### src/rtl/bcd_down4.sv
// ---------------------------------------------------------------------------
// bcd_down4 -- loadable packed-BCD down counter with a run/pause controller.
//
// The counter holds DIGITS BCD digits (digit 0 in bits [3:0]). A valid load
// puts the block in IDLE with the new count. start moves IDLE to RUN when the
// count is non-zero. In RUN each cycle with x=1 removes one from the count.
// Reaching zero returns the block to IDLE and pulses done for one cycle.
// pause freezes the count until start resumes it.
//
// Ports
//   clk      : in  1          single clock, rising edge
//   reset    : in  1          synchronous, active-low reset
//   load     : in  1          load request (highest priority after reset)
//   load_val : in  4*DIGITS   packed BCD value to load
//   start    : in  1          begin / resume counting
//   pause    : in  1          suspend counting
//   x        : in  1          count enable while in RUN
//   bcd_out  : out 4*DIGITS   registered count
//   busy     : out 1          registered, high in RUN or PAUSE
//   done     : out 1          registered one-cycle pulse on reaching zero
//   load_err : out 1          registered, last load had a digit above 9
// ---------------------------------------------------------------------------
module bcd_down4 #(
    parameter int DIGITS = 4
) (
    input  logic                  clk,
    input  logic                  reset,
    input  logic                  load,
    input  logic [4*DIGITS-1:0]   load_val,
    input  logic                  start,
    input  logic                  pause,
    input  logic                  x,
    output logic [4*DIGITS-1:0]   bcd_out,
    output logic                  busy,
    output logic                  done,
    output logic                  load_err
);

    localparam int W = 4 * DIGITS;
    localparam logic [W-1:0] C_ZERO = {W{1'b0}};
    localparam logic [W-1:0] C_ONE  = {{(W-1){1'b0}}, 1'b1};

    typedef enum logic [1:0] {
        S_IDLE  = 2'd0,
        S_RUN   = 2'd1,
        S_PAUSE = 2'd2
    } state_t;

    // True when every digit of v is a legal BCD digit (0..9).
    function automatic logic digits_valid(input logic [W-1:0] v);
        logic ok;
        ok = 1'b1;
        for (int i = 0; i < DIGITS; i++) begin
            if (v[4*i +: 4] > 4'd9) begin
                ok = 1'b0;
            end else begin
                ok = ok;
            end
        end
        return ok;
    endfunction

    // BCD subtract-one: a zero digit under borrow becomes 9 and passes the
    // borrow on; the first non-zero digit absorbs it.
    function automatic logic [W-1:0] bcd_dec(input logic [W-1:0] v);
        logic [W-1:0] res;
        logic         borrow;
        logic [3:0]   d;
        res    = v;
        borrow = 1'b1;
        for (int i = 0; i < DIGITS; i++) begin
            d = v[4*i +: 4];
            if (borrow) begin
                if (d == 4'd0) begin
                    res[4*i +: 4] = 4'd9;
                    borrow        = 1'b1;
                end else begin
                    res[4*i +: 4] = d - 4'd1;
                    borrow        = 1'b0;
                end
            end else begin
                res[4*i +: 4] = d;
            end
        end
        return res;
    endfunction

    state_t         r_state;
    logic [W-1:0]   r_count;
    logic           r_busy;
    logic           r_done;
    logic           r_load_err;

    state_t         w_state_nx;
    logic [W-1:0]   w_count_nx;
    logic           w_done_nx;
    logic           w_load_err_nx;

    // Next-state, next-count and next-flag decode; load outranks all control.
    always_comb begin
        w_state_nx    = r_state;
        w_count_nx    = r_count;
        w_done_nx     = 1'b0;
        w_load_err_nx = r_load_err;
        if (load) begin
            // A rejected load leaves count and state exactly as they were.
            if (digits_valid(load_val)) begin
                w_count_nx    = load_val;
                w_state_nx    = S_IDLE;
                w_load_err_nx = 1'b0;
            end else begin
                w_load_err_nx = 1'b1;
            end
        end else begin
            case (r_state)
                S_IDLE: begin
                    if (start && (r_count != C_ZERO)) begin
                        w_state_nx = S_RUN;
                    end else begin
                        w_state_nx = S_IDLE;
                    end
                end
                S_RUN: begin
                    if (pause) begin
                        w_state_nx = S_PAUSE;
                    end else if (x) begin
                        w_count_nx = bcd_dec(r_count);
                        // Terminal decrement: the count cannot go below zero.
                        if (r_count == C_ONE) begin
                            w_state_nx = S_IDLE;
                            w_done_nx  = 1'b1;
                        end else begin
                            w_state_nx = S_RUN;
                        end
                    end else begin
                        w_state_nx = S_RUN;
                    end
                end
                S_PAUSE: begin
                    if (start && !pause) begin
                        w_state_nx = S_RUN;
                    end else begin
                        w_state_nx = S_PAUSE;
                    end
                end
                default: begin
                    w_state_nx = S_IDLE;
                end
            endcase
        end
    end

    // State and output registers with synchronous active-low reset.
    always_ff @(posedge clk) begin
        if (!reset) begin
            r_state    <= S_IDLE;
            r_count    <= C_ZERO;
            r_busy     <= 1'b0;
            r_done     <= 1'b0;
            r_load_err <= 1'b0;
        end else begin
            r_state    <= w_state_nx;
            r_count    <= w_count_nx;
            r_busy     <= (w_state_nx != S_IDLE);
            r_done     <= w_done_nx;
            r_load_err <= w_load_err_nx;
        end
    end

    assign bcd_out  = r_count;
    assign busy     = r_busy;
    assign done     = r_done;
    assign load_err = r_load_err;

endmodule

### config.mk
export PLATFORM = sky130hd
export DESIGN_NAME = bcd_down4
export DESIGN_NICKNAME = d
export VERILOG_FILES = /design/src/rtl/bcd_down4.sv
export SDC_FILE = /design/constraint.sdc
export NUM_CORES = 1
export LEC_CHECK = 0
export ABC_AREA = 1
export BUFFER_PORTS_ARGS = -buffer_cell sky130_fd_sc_hd__buf_2
export CAP_MARGIN = 10
export CORE_UTILIZATION = 43
export DETAILED_ROUTE_END_ITERATION = 8
export PLACE_DENSITY = 0.69
export SLEW_MARGIN = 20
export SYNTH_ARGS = -nofsm -noshare
export SYNTH_HDL_FRONTEND = slang
export SYNTH_SLANG_ARGS = --single-unit
### constraint.sdc
create_clock -name clk -period 3.05 [get_ports clk]
set_input_delay 0.305 -clock clk [delete_from_list [all_inputs] [get_ports clk]]
set_output_delay 0.305 -clock clk [all_outputs]
set_load 0.05 [all_outputs]
==> results of run 1 <==
## worst max-delay path: stages (launching register included)
cell	delay, ps
dfxtp_1	350
nor2_1	220
nand2_2	130
o21ai_4	310
nand3_4	160
nand2_1	100
nand2_1	50
nor2_1	80
## registers in the layout (all words and copies together), names as in the netlist
register and cells:
r_state 2, busy 1, done 1, bcd_out 16, load_err 1
## routing by layer
metal,global-route usage [%],vias to the layer above,routed length (microns),share of wire [%]
met4,8.16,0,48,1.5
li1,-,802,-,-
met2,32.8,61,1450,44
met5,0,-,0,0
met1,28.6,649,1610,49
met3,2.42,5,197,6.0
## synth_stat cells (all sizes together)
library cell,count
clkinv,1
o21bai,1
inv,24
nand2,65
nor2,45
xor2,2
buf,5
a22oi,1
clkbuf,1
nor3,3
o22ai,2
o21ai,14
nand3,19
nor3b,1
dfxtp,21
a21oi,18
nand4,4
## power by group through the flow
stage,Combinational [W],Sequential [W],Clock (W)
floorplan,0.000148,0.000392,0
global placement,0.000278,0.000325,0
detailed placement,0.000278,0.000325,0
CTS,0.000279,0.000319,0.000147
global route,0.000312,0.000323,0.000156
finish,0.000279,0.000319,0.000137
## kinds of logic after synthesis
family / Yosys count
AOI/OAI and AO/OA: 36
xor gates and xnor gates: 2
buffers and inverters: 31
DFF: 21
and+or+nand+nor: 137
## cell type report
class	instances	area share (%)
sequential	21	26.0
inverter	25	5.80
tap	44	3.40
timing repair buffer	40	12.4
clock buffer	4	1.62
multi-input combinational	175	50.9
## stage by stage
step	worst slack, ps	hold WS (ps)	power (W)	instance area, sq um	cells
after floorplan	1490	421	0.000540	1370	227
after global placement	1440	459	0.000603	1590	305
after detailed placement	1420	457	0.000603	1590	305
after CTS	1590	290	0.000745	1620	309
after global routing	1400	292	0.000790	1620	309
final	1590	306	0.000735	1620	309
## worst max-delay path by stage
stage / slack (ps) / cells past startpoint / start / end
2_1_floorplan: 1490 / 9 / bcd_out[0] / bcd_out[12]
3_5_place_dp: 1420 / 7 / load / bcd_out[13]
4_1_cts: 1590 / 7 / bcd_out[3] / bcd_out[11]
6_report: 1590 / 7 / bcd_out[3] / bcd_out[10]
3_3_place_gp: 1440 / 7 / load / bcd_out[14]
5_1_grt: 1400 / 8 / bcd_out[12] / busy
==> impl_metrics.csv, run 1 <==
group,metric,value,unit
placed_design,finalWeightedCongestion,0.824,
yosys,ys_seq_area_share,30.7,%
grt,grt_util_all_layers,20.7,%
worst_setup_path,reg2reg_from,"bcd_out[3]",
clock_tree,number_of_clock_buffers_inserted_by_tritoncts,3,
floorplan,row_count,20,
floorplan,initial_core_util,45.3,%
cells_and_area,filler_cell_count,332,
grt,grt_start_max_net_pins,26,
timing,setup_viol,0,
pwr,combPwrFrac,38.0,%
timing,final.setup_skew,3.85,ps
clock_tree,clock_tree.htree_level_count,1,
yosys,synth_cells,227,
yosys,syn-num-nets,249,
cells_and_area,utilization_of_the_core_after_routing,53.5,%
yosys,adder_cell_share_of_the_synthesized_area,0,%
timing,final-hold-violation-count,0,
worst_setup_path,ff2ff_setup_slack,1590,ps
routing,drt_pre_antenna_iters,6,
floorplan,coreArea,3030,sq um
pwr,power.switching_fraction,41.6,%
timing,min_period,1460,ps
floorplan,die-height,58.5,microns
placed_design,dp_hpwl,2420,microns
worst_hold_path,worst_hold_path.endpoint,"done",
yosys,synthesis.area_per_instance,6.04,sq um
pwr,clock_power_share,18.6,%
clock_tree,post_cts_resized,0,
cells_and_area,multi_input_comb_area,823,sq um
routing,ant_nets,0,
cells_and_area,most_frequent_cells_in_the_layout,"nand2_1, nor2_1, buf_2",
clock_tree,clockRootBuffer,"clkbuf_4",
worst_hold_path,hold-path-cell-count,3,
clock_tree,hold_buffers,0,
worst_setup_path,critical_path_peak_fanout,9,
floorplan,die_width,58.5,microns
yosys,synth_top_area_share,30.7,%
timing,report.final.slew_viol_count,0,
placed_design,numPortBuffers,40,
timing,maxSlewHeadroom,69.7,%
timing,rsz_0062_raised_after_global_routing,"no",
yosys,synthDominantAreaCellType,"dfxtp_1",
pwr,peak_supply_drop,0.190,mV
cells_and_area,final-seq-area,420,sq um
pwr,cell_internal_pwr,0.000429,W
worst_setup_path,setup.worst_path.start_class,"flop",
outcome,failing_checks,"DRC",
pwr,power.static_leakage,0.823,nW
routing,detail_route.wirelength,3300,microns
clock_tree,postCtsSetupRepairBufs,0,
pwr,p_seq_share,43.4,%
yosys,synth-seq-cells,21,
grt,grt_antenna_before_repair,0,
clock_tree,worst_setup_hold_path_clk_slew,120,ps
worst_setup_path,timing.critical_path.required,3300,ps
pwr,power.density,454,nW/um^2
floorplan,io_pins,41,
timing,fmax,0.686,GHz
timing,post-route-period-util,47.8,%
routing,dr.first_iter.drc_count,63,
yosys,synth.mux.area_fraction,0,%
yosys,synth.distinct_cells,25,
yosys,synth.area.top_cells,"dfxtp_1, nand2_1, nor2_1",
pwr,power.switching,0.000306,W
yosys,synth_xor_area_share,1.28,%
worst_hold_path,hold_sp,"x",
worst_hold_path,worst_hold_path_type,"in2reg",
cells_and_area,share_of_layout_cells_above_drive_strength_1,20.4,%
grt,globalRoute.totalOverflow,0,
grt,global_route_wire_length_before_repair,5480,microns
routing,avgRoutedWirePerCell,10.7,microns
yosys,yosys.area_share.simple,44.0,%
clock_tree,clock_sinks,21,
clock_tree,ctsLongestPathBuffers,2,
outcome,run_status,"complete, but fails checks",
routing,routed-via-count,1517,
yosys,synth_compound_gate_area_share,14.8,%
worst_setup_path,critical_path_class,"reg2reg",
yosys,synth_top_family_by_area,"simple AND/OR/NAND/NOR gates",
job,maxCapViolCount,0,
worst_setup_path,reg2regPathDepth,7,
routing,post-route-drc-count,1,
floorplan,area_enclosed_by_the_die_boundary,3420,sq um
clock_tree,clkLatencyLatePin,310,ps
grt,first_global_vias,1297,
yosys,mappedNetlistArea,1370,sq um
yosys,ys.warnings.count,0,
cells_and_area,layout_commonest_cell,"nand2_1",
worst_setup_path,worst_r2r_endpoint,"bcd_out[10]",
cells_and_area,syn2layout_area_growth,18.1,%
routing,viasPerCell,4.91,
timing,setup-tns-final,0,ps
cells_and_area,finalNetCount,288,
cells_and_area,n_antenna_cell,0,
clock_tree,cts_tree,"built",
timing,worst-slew-pin-transition,455,ps
worst_setup_path,critPathCaptureType,"flop",
worst_setup_path,timing.critical_path.arrival,1710,ps
(Power assumes the default switching activity.)
==> run 2: changes to the inputs <==
--- a/config.mk
+++ b/config.mk
@@ -5,7 +5,7 @@
 export SDC_FILE = /design/constraint.sdc
 export NUM_CORES = 1
 export LEC_CHECK = 0
-export ABC_AREA = 1
+export ABC_AREA = 0
 export BUFFER_PORTS_ARGS = -buffer_cell sky130_fd_sc_hd__buf_2
 export CAP_MARGIN = 10
 export CORE_UTILIZATION = 43
==> constraint.sdc (replaced) <==
create_clock -name clk -period 1.4 [get_ports clk]
set_input_delay 0.14 -clock clk [delete_from_list [all_inputs] [get_ports clk]]
set_output_delay 0.14 -clock clk [all_outputs]
set_load 0.05 [all_outputs]
==> run 2 against run 1 <==
  * The flow finishes with violations (setup timing)
  * Sequential cell count unchanged
  * Worst setup slack got worse by 1900 ps
  * Die area down 7.6%
  * Core utilization is 21 points higher
  * Wire length rose by 21%
  * Critical path depth down 2
  * Largest cell class unchanged
==> impl_metrics.csv, run 2 <==
group,metric,value,unit
outcome,run_status,"complete, but fails checks",
outcome,failing_checks,"setup timing",
pwr,p_seq_share,43.3,%
pwr,combPwrFrac,36.8,%
job,maxCapViolCount,0,
timing,final-hold-violation-count,0,
pwr,power.density,724,nW/um^2
yosys,synth_xor_area_share,1.39,%
worst_setup_path,critPathCaptureType,"flop",
pwr,peak_supply_drop,0.543,mV
timing,final.setup_skew,11.4,ps
routing,routed-via-count,1571,
pwr,power.switching,0.000540,W
routing,drt_pre_antenna_iters,4,
floorplan,area_enclosed_by_the_die_boundary,3160,sq um
cells_and_area,most_frequent_cells_in_the_layout,"buf_4, buf_2, nand2_1",
grt,global_route_wire_length_before_repair,6600,microns
placed_design,numPortBuffers,40,
floorplan,row_count,19,
yosys,adder_cell_share_of_the_synthesized_area,0,%
clock_tree,clock_sinks,21,
clock_tree,number_of_clock_buffers_inserted_by_tritoncts,3,
worst_setup_path,critical_path_peak_fanout,3,
floorplan,initial_core_util,45.4,%
cells_and_area,finalNetCount,267,
yosys,synthDominantAreaCellType,"dfxtp_1",
cells_and_area,largest_register_ffs,16,
yosys,mappedNetlistArea,1260,sq um
yosys,ys.flop_type,"dfxtp_1",
placed_design,dp_hpwl,3030,microns
floorplan,io_pins,41,
cells_and_area,number_of_cells_in_the_finished_layout_apart_from_fillers,275,
grt,grt_antenna_before_repair,0,
worst_setup_path,timing.critical_path.required,1610,ps
floorplan,die_width,56.2,microns
worst_setup_path,setup.worst_path.start_class,"flop",
clock_tree,clkLatencyLatePin,310,ps
timing,maxSlewHeadroom,70.2,%
routing,dr.first_iter.drc_count,75,
yosys,synth_top_area_share,33.3,%
timing,worst-slew-pin-transition,444,ps
yosys,synthMostInstantiatedCell,"dfxtp_1",
timing,rsz_0062_raised_after_global_routing,"yes",
cells_and_area,share_of_layout_cells_above_drive_strength_1,58.2,%
clock_tree,ctsLongestPathBuffers,2,
routing,avgRoutedWirePerCell,14.6,microns
yosys,yosys-top-cells-count,"dfxtp_1, nand2_1, nor2_1, o21ai_0, a21oi_1",
grt,grt_util_all_layers,26.0,%
routing,viasPerCell,5.71,
cells_and_area,syn2layout_area_growth,64.4,%
clock_tree,hold_buffers,0,
routing,detail_route.wirelength,4010,microns
yosys,yosys.area_share.simple,32.7,%
floorplan,coreArea,2780,sq um
timing,setup_viol,19,
yosys,ys_seq_area_share,33.3,%
yosys,synthesis.area_per_instance,8.00,sq um
yosys,synth_cells,158,
clock_tree,worst_setup_hold_path_clk_slew,130,ps
timing,min_period,1670,ps
grt,first_global_vias,1509,
yosys,syn-num-nets,180,
pwr,post-layout-total-power,0.00150,W
yosys,ys.warnings.count,0,
clock_tree,clockRootBuffer,"clkbuf_4",
placed_design,numPlacedInstances,264,
floorplan,die-height,56.2,microns
pwr,power.switching_fraction,35.9,%
clock_tree,cts_tree,"built",
yosys,count_of_flip_flops_with_a_built_in_enable_after_synthesis,0,
yosys,synth-seq-cells,21,
yosys,synth_compound_gate_area_share,25.6,%
timing,setup_ws,-271,ps
worst_setup_path,timing.critical_path.arrival,1880,ps
timing,fmax,0.598,GHz
yosys,synth.mux.area_fraction,3.17,%
worst_hold_path,worst_hold_path_type,"in2reg",
grt,globalRoute.totalOverflow,0,
routing,post-route-drc-count,0,
yosys,synth_top_family_by_area,"simple AND/OR/NAND/NOR gates",
yosys,async_flop_share,0,%
routing,ant_nets,0,
yosys,synth.area.top_cells,"dfxtp_1, o21ai_0, nand2_1",
yosys,synth.distinct_cells,45,
timing,post-route-period-util,119,%
timing,report.final.slew_viol_count,0,
placed_design,finalWeightedCongestion,0.948,
pwr,power.static_leakage,0.920,nW
grt,grt_start_max_net_pins,19,
cells_and_area,layout_commonest_cell,"buf_4",
pwr,clock_power_share,19.9,%
cells_and_area,n_antenna_cell,0,
clock_tree,clock_tree.htree_level_count,1,
worst_setup_path,critical_path_class,"reg2reg",
pwr,cell_internal_pwr,0.000965,W
==> run 2: cell types whose count changed in the layout (fill, tap and decap cells not counted), sizes merged, moves of 4 or more <==
cell and change:
a211oi +5, a21oi -11, buf +48, inv -20, mux2i +4, nand2 -45
nand3 -12, nor2 -25
==> run 2: final cells by class <==
cell class / instances / area, sq um
sequential: 21 / 450
clock buffer: 3 / 22.5
multi-input combinational: 126 / 958
clock inverter: 1 / 5.00
timing repair buffer: 88 / 583
tap: 31 / 38.8
fill: 205 / 704
inverter: 5 / 18.8
==> run 2: kinds of logic after synthesis <==
kind of cell    count (synthesis)
mux                             4
compound gates                 47
xor+xnor                        2
simple gates                   73
buf+inv                        11
flops                          21
==> run 2: worst paths after layout <==
path | slack (ps) | start | depth (start not counted) | to
worst min register to register | 530 | load_err | 2 | load_err
worst max-delay path | -270 | r_state[1] | 5 | bcd_out[3]
worst max register to register | -270 | r_state[1] | 5 | bcd_out[3]
worst min-delay path | 100 | load_val[0] | 3 | bcd_out[0]
==> run 2: per-layer routing <==
metal | vias to the layer above | wire [microns] | global-route usage [%] | part of all wire (%)
li1 | 770 | - | - | -
met1 | 735 | 1770 | 32.9 | 44
met2 | 60 | 1960 | 46.1 | 49
met3 | 6 | 212 | 2.09 | 5.3
met4 | 0 | 64 | 9.06 | 1.6
met5 | - | 0 | 0 | 0
==> run 2: per-stage QoR <==
step / setup slack (ps) / util (%) / hold WS (ps) / instance area (sq um) / setup TNS [ps]
final: -271 / 74.7 / 104 / 2080 / -2450
after floorplan: -188 / - / 309 / 1350 / -1500
after global routing: -331 / 74.7 / 104 / 2080 / -3870
after CTS: -287 / 72.4 / 96.1 / 2010 / -2660
after detailed placement: -285 / 67.0 / 438 / 1860 / -2360
after global placement: -210 / 67.0 / 423 / 1860 / -1470
==> run 2: repair_timing <==
action | in CTS | in global routing
endpoints found under the setup margin | 19 | 19
pin swaps | 11 | 5
gates cloned | 0 | 0
setup buffers | 5 | 3
gates resized for setup | 24 | 11
==> run 2: power groups by stage <==
stage / registers [W] / clock network, W / logic, W
after floorplan: 0.000773 / 0 / 0.000196
after global placement: 0.000662 / 0 / 0.000493
after detailed placement: 0.000664 / 0 / 0.000505
after CTS: 0.000651 / 0.000307 / 0.000534
after global routing: 0.000655 / 0.000328 / 0.000593
final: 0.000652 / 0.000299 / 0.000554
==> run 2: worst max-delay path, stage by stage, from the launching register on <==
cell and delay (ps):
dfxtp_2 360, or4b_4 540, nor3b_4 230, a32o_2 220
a2bb2oi_1 60, o21a_1 160
